### src/rtl/oled_pkg.sv
// Shared definitions for the OLED command bus: opcodes, geometry defaults and
// the per-opcode argument count used by both the initiator and the decoder.
package oled_pkg;

   localparam int unsigned WIDTH_DEF  = 128;
   localparam int unsigned HEIGHT_DEF = 128;
   localparam int unsigned COORD_W    = 7;

   localparam logic [7:0] CMD_SET_COL   = 8'h15;
   localparam logic [7:0] CMD_SET_ROW   = 8'h75;
   localparam logic [7:0] CMD_WRITE_RAM = 8'h5C;
   localparam logic [7:0] CMD_REMAP     = 8'hA0;
   localparam logic [7:0] CMD_DISP_OFF  = 8'hAE;
   localparam logic [7:0] CMD_DISP_ON   = 8'hAF;

   typedef enum logic [1:0] {
      ST_CMD,
      ST_ARG,
      ST_RAM
   } dec_state_t;

   // Number of argument bytes following an opcode; the RAM stream opcode has
   // no fixed count and is recognised separately by the decoder.
   function automatic logic [1:0] cmd_arity(input logic [7:0] op);
      case (op)
         CMD_SET_COL, CMD_SET_ROW, CMD_REMAP, 8'hB4, 8'hD1: return 2'd2;
         CMD_DISP_OFF, CMD_DISP_ON, CMD_WRITE_RAM:         return 2'd0;
         default:                                          return 2'd1;
      endcase
   endfunction

endpackage

### src/rtl/oled_bus_decoder_if.sv
// Parallel OLED host bus: chip select, write strobe, data/command select and byte.
interface oled_bus_decoder_if;

   logic       oled_cs;
   logic       oled_e;
   logic       oled_dc;
   logic [7:0] oled_din;

   modport master (output oled_cs, output oled_e, output oled_dc, output oled_din);
   modport slave  (input  oled_cs, input  oled_e, input  oled_dc, input  oled_din);

endinterface

### src/rtl/oled_bus_decoder.sv
// Decodes the OLED host bus into completed commands, display state and
// RGB565 framebuffer writes addressed by a windowed cursor.
module oled_bus_decoder
   import oled_pkg::*;
#(
   parameter int unsigned WIDTH  = WIDTH_DEF,
   parameter int unsigned HEIGHT = HEIGHT_DEF
) (
   input  logic                  clk,
   input  logic                  rst_n,
   oled_bus_decoder_if.slave     bus,
   output logic                  fb_we,
   output logic [2*COORD_W-1:0]  fb_addr,
   output logic [15:0]           fb_data,
   output logic                  cmd_valid,
   output logic [7:0]            cmd_op,
   output logic                  display_on,
   output logic [7:0]            remap,
   output logic                  proto_err
);

   dec_state_t state, state_n;

   logic               e_q;
   logic [7:0]         op_q;
   logic [1:0]         arg_cnt;
   logic [7:0]         arg0_q;
   logic [7:0]         hi_q;
   logic               half;
   logic [COORD_W-1:0] col_start, col_end, row_start, row_end;
   logic [COORD_W-1:0] col, row;
   logic [COORD_W-1:0] col_lim, row_lim;

   logic       accept;
   logic       new_op, arg_take, done, err;
   logic       pix_hi, pix_wr, ram_enter, drop_half;
   logic [7:0] done_op;

   assign accept = e_q & ~bus.oled_e & ~bus.oled_cs;

   // Effective window ends: clamp to the panel, and collapse an inverted
   // window to a single line at its start.
   always_comb begin
      col_lim = col_end;
      row_lim = row_end;
      if (32'(col_end) >= WIDTH)  col_lim = COORD_W'(WIDTH - 1);
      if (32'(row_end) >= HEIGHT) row_lim = COORD_W'(HEIGHT - 1);
      if (col_start > col_lim) col_lim = col_start;
      if (row_start > row_lim) row_lim = row_start;
   end

   always_comb begin
      state_n   = state;
      new_op    = 1'b0;
      arg_take  = 1'b0;
      done      = 1'b0;
      done_op   = op_q;
      err       = 1'b0;
      pix_hi    = 1'b0;
      pix_wr    = 1'b0;
      ram_enter = 1'b0;
      drop_half = 1'b0;
      if (accept) begin
         case (state)
            ST_CMD: begin
               if (bus.oled_dc) err    = 1'b1;
               else             new_op = 1'b1;
            end
            ST_ARG: begin
               if (bus.oled_dc) begin
                  arg_take = 1'b1;
                  if (arg_cnt == 2'd1) begin
                     done    = 1'b1;
                     state_n = ST_CMD;
                  end
               end else begin
                  err    = 1'b1;
                  new_op = 1'b1;
               end
            end
            ST_RAM: begin
               if (bus.oled_dc) begin
                  if (half) pix_wr = 1'b1;
                  else      pix_hi = 1'b1;
               end else begin
                  err       = half;
                  drop_half = 1'b1;
                  new_op    = 1'b1;
               end
            end
            default: state_n = ST_CMD;
         endcase
      end
      // Any opcode byte, whatever state it interrupted, is decoded here.
      if (new_op) begin
         done_op = bus.oled_din;
         if (bus.oled_din == CMD_WRITE_RAM) begin
            done      = 1'b1;
            ram_enter = 1'b1;
            state_n   = ST_RAM;
         end else if (cmd_arity(bus.oled_din) == 2'd0) begin
            done    = 1'b1;
            state_n = ST_CMD;
         end else begin
            state_n = ST_ARG;
         end
      end
   end

   always_ff @(posedge clk) begin
      if (!rst_n) begin
         state <= ST_CMD;
      end else begin
         state <= state_n;
      end
   end

   always_ff @(posedge clk) begin
      if (!rst_n) begin
         e_q        <= 1'b0;
         op_q       <= '0;
         arg_cnt    <= '0;
         arg0_q     <= '0;
         hi_q       <= '0;
         half       <= 1'b0;
         col_start  <= '0;
         row_start  <= '0;
         col_end    <= COORD_W'(WIDTH - 1);
         row_end    <= COORD_W'(HEIGHT - 1);
         col        <= '0;
         row        <= '0;
         fb_we      <= 1'b0;
         fb_addr    <= '0;
         fb_data    <= '0;
         cmd_valid  <= 1'b0;
         cmd_op     <= '0;
         display_on <= 1'b0;
         remap      <= '0;
         proto_err  <= 1'b0;
      end else begin
         e_q       <= bus.oled_e;
         fb_we     <= pix_wr;
         cmd_valid <= done;
         if (err) proto_err <= 1'b1;

         if (new_op) begin
            op_q    <= bus.oled_din;
            arg_cnt <= cmd_arity(bus.oled_din);
         end
         if (arg_take) begin
            arg_cnt <= arg_cnt - 2'd1;
            if (arg_cnt == 2'd2) arg0_q <= bus.oled_din;
         end

         // Side effects fire on completion; two-argument commands see arg 1 on the bus.
         if (done) begin
            cmd_op <= done_op;
            case (done_op)
               CMD_SET_COL: begin
                  col_start <= arg0_q[COORD_W-1:0];
                  col_end   <= bus.oled_din[COORD_W-1:0];
               end
               CMD_SET_ROW: begin
                  row_start <= arg0_q[COORD_W-1:0];
                  row_end   <= bus.oled_din[COORD_W-1:0];
               end
               CMD_REMAP:    remap      <= arg0_q;
               CMD_DISP_ON:  display_on <= 1'b1;
               CMD_DISP_OFF: display_on <= 1'b0;
               default: ;
            endcase
         end

         if (drop_half) half <= 1'b0;
         if (ram_enter) begin
            col  <= col_start;
            row  <= row_start;
            half <= 1'b0;
         end
         if (pix_hi) begin
            hi_q <= bus.oled_din;
            half <= 1'b1;
         end
         if (pix_wr) begin
            fb_addr <= {row, col};
            fb_data <= {hi_q, bus.oled_din};
            half    <= 1'b0;
            if (col == col_lim) begin
               col <= col_start;
               if (row == row_lim) row <= row_start;
               else                row <= row + 1'b1;
            end else begin
               col <= col + 1'b1;
            end
         end
      end
   end

endmodule

### src/flat_wrapper.sv
// flat-port wrapper written by rule: the top's interface ports become plain ports
module oled_bus_decoder_flat import oled_pkg::*;
#(
   parameter int unsigned WIDTH  = WIDTH_DEF,
   parameter int unsigned HEIGHT = HEIGHT_DEF
)
  (clk, rst_n, fb_we, fb_addr, fb_data, cmd_valid, cmd_op, display_on, remap, proto_err, bus_oled_cs, bus_oled_e, bus_oled_dc, bus_oled_din);
  oled_bus_decoder_if bus_i ();
  input  logic clk;
  input  logic rst_n;
  output logic fb_we;
  output logic [2*COORD_W-1:0] fb_addr;
  output logic [15:0] fb_data;
  output logic cmd_valid;
  output logic [7:0] cmd_op;
  output logic display_on;
  output logic [7:0] remap;
  output logic proto_err;
  input wire logic [$bits(bus_i.oled_cs)-1:0] bus_oled_cs;
  input wire logic [$bits(bus_i.oled_e)-1:0] bus_oled_e;
  input wire logic [$bits(bus_i.oled_dc)-1:0] bus_oled_dc;
  input wire logic [$bits(bus_i.oled_din)-1:0] bus_oled_din;
  assign bus_i.oled_cs = bus_oled_cs;
  assign bus_i.oled_e = bus_oled_e;
  assign bus_i.oled_dc = bus_oled_dc;
  assign bus_i.oled_din = bus_oled_din;
  oled_bus_decoder #(.WIDTH(WIDTH), .HEIGHT(HEIGHT)) u_core (.clk(clk), .rst_n(rst_n), .bus(bus_i), .fb_we(fb_we), .fb_addr(fb_addr), .fb_data(fb_data), .cmd_valid(cmd_valid), .cmd_op(cmd_op), .display_on(display_on), .remap(remap), .proto_err(proto_err));
endmodule
### config.mk
export PLATFORM = sky130hd
export DESIGN_NAME = oled_bus_decoder_flat
export DESIGN_NICKNAME = d
export VERILOG_FILES = /design/src/rtl/oled_pkg.sv /design/src/rtl/oled_bus_decoder_if.sv /design/src/rtl/oled_bus_decoder.sv /design/src/flat_wrapper.sv
export SDC_FILE = /design/constraint.sdc
export NUM_CORES = 1
export LEC_CHECK = 0
export BUFFER_PORTS_ARGS = -buffer_cell sky130_fd_sc_hd__buf_2
export CAP_MARGIN = 20
export CORE_ASPECT_RATIO = 1.4
export CORE_MARGIN = 2
export CORE_UTILIZATION = 66
export CTS_BUF_LIST = sky130_fd_sc_hd__clkbuf_4 sky130_fd_sc_hd__clkbuf_8
export DETAILED_ROUTE_END_ITERATION = 7
export PLACE_DENSITY = 0.85
export SYNTH_ARGS = -nofsm -noshare
export SYNTH_HDL_FRONTEND = slang
export SYNTH_SLANG_ARGS = --single-unit
### constraint.sdc
create_clock -name clk -period 4.65 [get_ports clk]
set_input_delay 0.2325 -clock clk [delete_from_list [all_inputs] [get_ports clk]]
set_output_delay 0.2325 -clock clk [all_outputs]
set_load 0.05 [all_outputs]
# Word-level counts from Yosys, hierarchy flattened
# Cells that the tools add are included.
# op_classes
addsub	3
mul	0
div_mod_pow	0
magnitude_cmp	2
eq_ne	22
shift	0
muxes	54
n_bitwise	5
reduce_logical	18
# ops
operator	n
== test 8 bit, second input constant	8
2-to-1 mux 7 bit	9
2-to-1 mux 1 bit	31
== test 8 x 7 -> 1 bit, second input constant	3
2-to-1 mux 2 bit	9
== test 8 x 5 -> 1 bit, second input constant	2
adder 7 x 1 -> 7 bit, second input constant	2
== test 7 bit	2
greater-than comparator 7 bit	2
AND reduction 2 bit	5
2-to-1 mux 8 bit	1
case mux 2 bit (2 select lines)	2
nonzero test 2 bit	4
OR reduction 3 bit	2
OR reduction 5 bit	1
== test 2 x 1 -> 1 bit, second input constant	2
== test 2 bit, second input constant	2
zero test 2 bit	2
AND reduction 4 bit	1
OR reduction 2 bit	2
!= test 3 x 1 -> 1 bit, second input constant	1
!= test 3 x 2 -> 1 bit, second input constant	1
NOT 1 bit	3
case mux 1 bit (3 select lines)	1
other kinds (5)	6
# word_totals
ff_bits	122
latch_bits	0
mem_bits_rw	0
rom_bits	0
inputBits	13
elab_cells	125
mem_count	0

# Longest topological paths before layout
# Gate-level depths: netlist of the first run.
# logic_depth
depth_word	10
mapped_depth	11
depth_no_buf	10

# Worst setup path before layout of the first run
# No wires, ideal clock.
# synth_timing
kind	register -> register
startpoint	register u_core.col_end[6]
endpoint	register u_core.row[4]
setup_time_ns	0.095
arrival_time_ns	2.760
slack_ns	1.795
path_stages_with_launch	12
path_buffers	1
synth_period_minus_slack_ns	2.855
cell_sequence	dfxtp_1 > inv_1 > ha_1 > nand4_1 > a21o_1 > a21oi_2 > nor4b_1 > o221ai_1 > o31ai_2 > clkbuf_1 > o211ai_1 > a221oi_1
# synth_via
elab_chain_len	5
# synth_lines
element	line_no	rtl
from (decl)	oled_bus_decoder.sv:30	logic [COORD_W-1:0] col_start, col_end, row_start, row_end;
from (signal assigned)	oled_bus_decoder.sv:128	col_end <= COORD_W'(WIDTH - 1);
from (signal assigned)	oled_bus_decoder.sv:161	col_end <= bus.oled_din[COORD_W-1:0];
greater-than comparator 7 bit	oled_bus_decoder.sv:48	if (col_start > col_lim) col_lim = col_start;
2-to-1 mux 7 bit (*)	oled_bus_decoder.sv:48	
== test 7 bit (*)	oled_bus_decoder.sv:188	if (col == col_lim) begin
2-to-1 mux 7 bit (*)	oled_bus_decoder.sv:188	
2-to-1 mux 7 bit (*)	oled_bus_decoder.sv:184	if (pix_wr) begin
to (signal assigned)	oled_bus_decoder.sv:177	row <= row_start;
to (signal assigned)	oled_bus_decoder.sv:190	if (row == row_lim) row <= row_start;
to (signal assigned)	oled_bus_decoder.sv:191	else row <= row + 1'b1;
to (decl)	oled_bus_decoder.sv:31	logic [COORD_W-1:0] col, row;
# Mark *: on every way between the ends. The rest lies on a longest branch, timed or not.
# A chain may end at the register's enable or synchronous reset.

# Worst setup path after layout of the first run
# Same ends and word-level chain as after synthesis.

==> results of run 1 <==
==> layer usage <==
| layer | wire length [um] | share of wire [%] | global-route usage (%) |
|---|---|---|---|
| met1 | 5842 | 38 | 34.74 |
| met2 | 7632 | 50 | 57.33 |
| met3 | 1133 | 7.4 | 7.051 |
| met4 | 681 | 4.5 | 18.28 |
| met5 | 0 | 0 | 0 |
==> stage by stage <==
step                      worst slack (ns)  hold slack (ns)  util [%]  cells  area, um2
after floorplan                      1.795           0.3598         -    697       5861
after global placement               1.307           0.4381     71.34    820       6141
after detailed placement             1.146           0.4446     71.34    820       6141
after CTS                            1.113          0.05933     76.15    852       6555
after global routing                0.7750          0.07969     76.15    852       6555
final                                1.049          0.07392     76.15    852       6555
==> cell families (layout without fill, tap and decap cells) <==
family          Yosys count  in the layout  share of synthesized area, %
flops                   122            122                         41.67
buf+inv                  85            135                         5.786
fa+ha+maj                18             18                         3.843
xor+xnor                 14             14                         2.092
mux                      57             57                         9.799
simple gates            248            248                         19.73
compound gates          153            153                         17.08
==> worst register-to-register path, delay by kind of cell (launching register included) <==
family	cells	cell delay (ns)
DFF	1	0.34
adders and majority gates	1	0.34
and+or+nand+nor	3	1.08
AOI/OAI and AO/OA	5	1.64
buffers and inverters	1	0.06
==> power groups by stage <==
stage | registers [mW] | logic, mW | clock network, mW
floorplan | 1.07 | 0.0429 | 0
global placement | 1.07 | 0.0603 | 0
detailed placement | 1.07 | 0.0621 | 0
CTS | 1.05 | 0.0628 | 0.977
global route | 1.05 | 0.0683 | 1.02
finish | 1.05 | 0.0643 | 0.970
==> cell usage in the layout (no fill, tap or decap), drive strengths merged, types with 8 or more instances in the layout <==
cell	synthesis	routed
dfxtp	122	122
nand2	99	99
nor2	78	78
buf	9	67
a21oi	57	57
mux2i	54	54
inv	36	39
o21ai	21	21
clkbuf	40	20
nand3	19	19
ha	18	18
a211oi	17	17
o211ai	10	10
nand4	8	8
==> worst paths after layout <==
kind                                                      start                               to  slack (ns)  cells after the start
worst max register to register   u_core.col_end[6]$_SDFFE_PN1P_         u_core.row[4]$_SDFF_PN0_        1.05                     10
worst min register to register  u_core.fb_addr[12]$_SDFFE_PN0P_  u_core.fb_addr[12]$_SDFFE_PN0P_        0.45                      2
worst min-delay path                                 bus_oled_e            u_core.e_q$_SDFF_PN0_        0.07                      2
worst max-delay path             u_core.col_end[6]$_SDFFE_PN1P_         u_core.row[4]$_SDFF_PN0_        1.05                     10
==> cell type report <==
class                      instances  share of cell area [%]
clock buffer                      20                   4.199
clock inverter                    12                   2.119
inverter                          36                   2.061
multi-input combinational        490                   47.05
sequential                       122                   37.26
tap                              105                   2.004
timing repair buffer              67                   5.306
==> registers in the layout (all words and copies together) (netlist names), 8 cells and up <==
| name | flops |
|---|---|
| u_core.fb_data | 16 |
| u_core.fb_addr | 14 |
| u_core.arg0_q | 8 |
| u_core.cmd_op | 8 |
| u_core.hi_q | 8 |
| u_core.op_q | 8 |
| u_core.remap | 8 |
==> impl_metrics.toml, run 1 <==
[detailed_routing]
ant_nets = 0
post-route-drc-count = 0
routed_wl_um = 15290
detail_route.vias_per_cell = 6.354
wl_per_cell_um = 17.95
vias = 5414
first_pass_iters = 7
drt-initial-drc-count = 375

[power]
p_clk_share_pct = 46.6
p_total_mw = 2.083
p_sw_share_pct = 23.80
comb_power_share_pct = 3.1
p_sw_mw = 0.4958
p_leak_nw = 2.794
power_density_mw_per_mm2 = 317.7
seqPwrFrac_pct = 50.4
p_int_mw = 1.587
peakVddDrop_uv = 368.9

[timing]
slew_headroom_pct = 39.58
setup_tns_ns = 0
slew_viol_final = 0
worst_pin_slew_ns = 0.9063
finalCritPeriodShare_pct = 77.45
min_period_ns = 3.601
setup_viol = 0
skew_ns = 0.01273
fmaxAchievable_ghz = 0.2777
rsz0062_at_grt = "false"
finalHoldViolations = 0

[yosys]
synth.top_cells.by_area = "dfxtp_1 42%, mux2i_1 9.2%, nand2_1 6.2%"
synth_top_area_share_pct = 41.67
yosys.area.top_type = "dfxtp_1"
ys_seq_area_share_pct = 41.67
synth_ff_type = "dfxtp_1"
netlist_area_mm2 = 0.005861
async_flop_share_pct = 0
synth-seq-cells = 122
synth_nets = 728
ys_warn_count = 0
synth_edf_count = 0
post-synth-top-count-cell = "dfxtp_1"
syn_avg_cell_area_um2 = 8.408
synth_cell_types = 60
syn_inst = 697
ys_top_cells_by_count = "122 x dfxtp_1, 97 x nand2_1, 78 x nor2_1"

[final_layout]
fillers = 611
regArea_mm2 = 0.002442
multi_input_area_mm2 = 0.003084
nets = 765
drive_above_1_share_pct = 16.20
area_growth_pct = 11.85
antenna_cells = 0

[global_route]
grt_antenna_before_repair = 0
grt_pass1_wl_um = 24720
grt_overflow = 0
grt_max_degree = 61
grt_util_all_layers_pct = 31.91
grt_pass1_vias = 5281

[clock_network]
htreeDepth = 4
root_buffer = "clkbuf_8"
cts_tree = "yes"
cts.sinks = 122
clk_latency_ns = 0.44
cts_resized = 0
clock_path_buffers = 2
cts_buffers = 17
cts_hold_buf = 0
clk_pin_slew_ns = 0.07
post-cts-setup-buffers = 0

[critical_path]
slowest_delay_ns = 0.68
worstPathRequired_ns = 4.94
cpLargestDelayFamily = "compound AO/OA/AOI/OAI gates"
critPathLaunchType = "register"
crit_slowest_cell = "o31ai_1"
crit_chain = "inv_1, ha_1, nand4_1, a21o_1, a21oi_2, nor4b_1, o221ai_1, or3_1, o31ai_1, a221oi_1"
crit_path_end_kind = "register"
crit_buf_inv = 1
critPathKind = "register to register"
cp_max_fo = 13
crit_arrival_ns = 3.89

[floorplan]
core-area_mm2 = 0.008608
fp.dieH_um = 115.5
die_area_mm2 = 0.009660
initial_core_util_pct = 68.08
ios = 63
fp.dieW_um = 83.64
rows = 40

[place]
dp_hpwl_um = 10260
port_buffers = 62
gp_congestion = 0.9089

[run_status]
status = "finished, final reports clean"

[worst_hold_path]
hold_class = "input port to register"

[flow_run]
cap_violations = 0
Note: power is estimated with default switching activity, not from simulation.
==> run 2, diff against run 1 <==
--- a/config.mk
+++ b/config.mk
@@ -9,10 +9,10 @@
 export CAP_MARGIN = 20
 export CORE_ASPECT_RATIO = 1.4
 export CORE_MARGIN = 2
-export CORE_UTILIZATION = 66
+export CORE_UTILIZATION = 55
 export CTS_BUF_LIST = sky130_fd_sc_hd__clkbuf_4 sky130_fd_sc_hd__clkbuf_8
 export DETAILED_ROUTE_END_ITERATION = 7
-export PLACE_DENSITY = 0.85
+export PLACE_DENSITY = 0.75
 export SYNTH_ARGS = -nofsm -noshare
 export SYNTH_HDL_FRONTEND = slang
 export SYNTH_SLANG_ARGS = --single-unit
==> constraint.sdc (replaced) <==
create_clock -name clk -period 3.1 [get_ports clk]
set_input_delay 0.155 -clock clk [delete_from_list [all_inputs] [get_ports clk]]
set_output_delay 0.155 -clock clk [all_outputs]
set_load 0.05 [all_outputs]
==> impl_metrics.toml, run 2 (synthesis gave the netlist of run 1 again) <==
[clock_network]
cts_buffers = 17
htreeDepth = 4
root_buffer = "clkbuf_8"
clk_latency_ns = 0.45
cts.sinks = 122
clock_path_buffers = 2
clk_pin_slew_ns = 0.08
cts_tree = "yes"

[flow_run]
cap_violations = 0

[global_route]
grt_pass1_wl_um = 24790
grt_util_all_layers_pct = 26.89
grt_pass1_vias = 5151
grt_max_degree = 43
grt_antenna_before_repair = 0
grt_overflow = 0

[final_layout]
reg.largest.list = "u_core.fb_data (16), u_core.fb_addr (14)"
regMostFlops = "u_core.fb_data"
fillers = 863
design_area_mm2 = 0.006954
final_cell_mix = "121 x dfxtp_1, 97 x nand2_1, 78 x nor2_1"
final_common_cell = "dfxtp_1"
area_growth_pct = 18.66
nets = 792
largest_reg_flops = 16
drive_above_1_share_pct = 20.41
antenna_cells = 0
final_util_pct = 66.84
layoutNonFillerInstCount = 912

[timing]
slew_viol_final = 0
skew_ns = 0.01324
setup_viol = 0
finalCritPeriodShare_pct = 96.50
min_period_ns = 2.992
fin_ws_ns = 0.1085
fmaxAchievable_ghz = 0.3343
finalHoldViolations = 0
worst_pin_slew_ns = 0.9735
slew_headroom_pct = 35.10

[place]
place_inst = 877
dpl-instance-area_mm2 = 0.006375
dp_hpwl_um = 10750
gp_congestion = 0.8828
place_worst_setup_slack_ns = -0.03495
port_buffers = 62

[detailed_routing]
routed_wl_um = 15740
first_pass_iters = 6
detail_route.vias_per_cell = 5.925
drt-initial-drc-count = 418
vias = 5404
wl_per_cell_um = 17.26
post-route-drc-count = 0
ant_nets = 0

[floorplan]
fp.dieW_um = 91.24
initial_core_util_pct = 56.33
rows = 44
core-area_mm2 = 0.01041
die_area_mm2 = 0.01151
ios = 63
fp.dieH_um = 126.1

[worst_hold_path]
holdCritStartpoint = "bus_oled_din[4]"
whs_path_depth = 3
min_to = "u_core.fb_data[4]$_SDFFE_PN0P_"
hold_class = "input port to register"

[critical_path]
cp_max_fo = 8
critPathKind = "register to register"
crit_path_end_kind = "register"
r2r_slack_ns = 0.11
critPathLaunchType = "register"
crit_arrival_ns = 3.36
worstPathRequired_ns = 3.47
rr_worst_depth = 11
regToRegStartpoint = "u_core.col_end[5]$_SDFFE_PN1P_"
r2r_end = "u_core.row[5]$_SDFF_PN0_"

[power]
p_leak_nw = 2.965
power_density_mw_per_mm2 = 479.7
peakVddDrop_uv = 349.4

[run_status]
status = "finished, final reports clean"
run 2: cell count changes in the layout (fill, tap and decap cells not counted), sizes merged:
cell	previous run	this run
dlygate4sd3	0	1
clkbuf	20	18
clkinv	3	4
inv	39	38
clkinvlp	4	3
bufinv	2	5
buf	67	93
run 2: timing repair:
item                                    in CTS  in global routing
hold buffers                                 1                  0
pin swaps                                    0                  1
buffers inserted                             0                  2
endpoints found under the hold margin        1                  0
endpoints found under the setup margin       3                  8
gates resized for setup                      1                 13
run 2: area by class of cell:
cell class | instances | area [um2] | share of cell area, %
Tap cell | 138 | 172.7 | 2.483
Clock buffer | 18 | 247.7 | 3.562
Multi-Input combinational cell | 490 | 3168 | 45.56
Timing Repair Buffer | 94 | 569.3 | 8.186
Inverter | 36 | 135.1 | 1.943
Clock inverter | 14 | 217.7 | 3.131
Sequential cell | 122 | 2444 | 35.14
run 2: metrics by stage:
step	TNS (ns)	hold WS (ns)	power, mW
after floorplan	0	0.2823	1.673
after global placement	0	0.4294	1.710
after detailed placement	-0.07460	0.4429	1.713
after CTS	0	0.03776	3.343
after global routing	-0.03373	0.07802	3.416
final	0	0.04739	3.336
run 2: worst max-delay path, cell delays in order (launching register included):
cell      delay, ns
dfxtp_1        0.37
inv_1          0.09
ha_1           0.31
nand4_1        0.11
a21o_1         0.21
a21oi_4        0.30
nor4b_4        0.28
o221ai_2       0.16
or3_4          0.42
buf_4          0.18
mux2_2         0.28
a221oi_2       0.20
run 2: how the worst max path moves through the flow:
stage / cells after the start / endpoint / slack (ns) / startpoint
floorplan: 11 / u_core.row[4]$_SDFF_PN0_ / 0.24 / u_core.col_end[6]$_SDFFE_PN1P_
global placement: 11 / u_core.row[5]$_SDFF_PN0_ / 0.07 / u_core.col_end[6]$_SDFFE_PN1P_
detailed placement: 11 / u_core.row[5]$_SDFF_PN0_ / -0.03 / u_core.col_end[6]$_SDFFE_PN1P_
CTS: 11 / u_core.row[5]$_SDFF_PN0_ / 0.04 / u_core.col_end[6]$_SDFFE_PN1P_
global route: 11 / u_core.row[5]$_SDFF_PN0_ / -0.03 / u_core.col_end[5]$_SDFFE_PN1P_
finish: 11 / u_core.row[5]$_SDFF_PN0_ / 0.11 / u_core.col_end[5]$_SDFFE_PN1P_
run 2: power breakdown:
part           total (mW)  internal (mW)  switching (mW)  leakage (nW)
logic               0.108         0.0333          0.0750          1.76
clock network        1.66          0.982           0.675         0.226
registers            1.57           1.57         0.00200         0.983
run 2: routing by layer:
layer	share of wire, %	track usage [%]	vias up
li1	-	-	2574
met5	0	0	-
met2	51	46.36	229
met4	3.8	13.55	0
met3	5.5	5.443	58
met1	40	31.58	2543
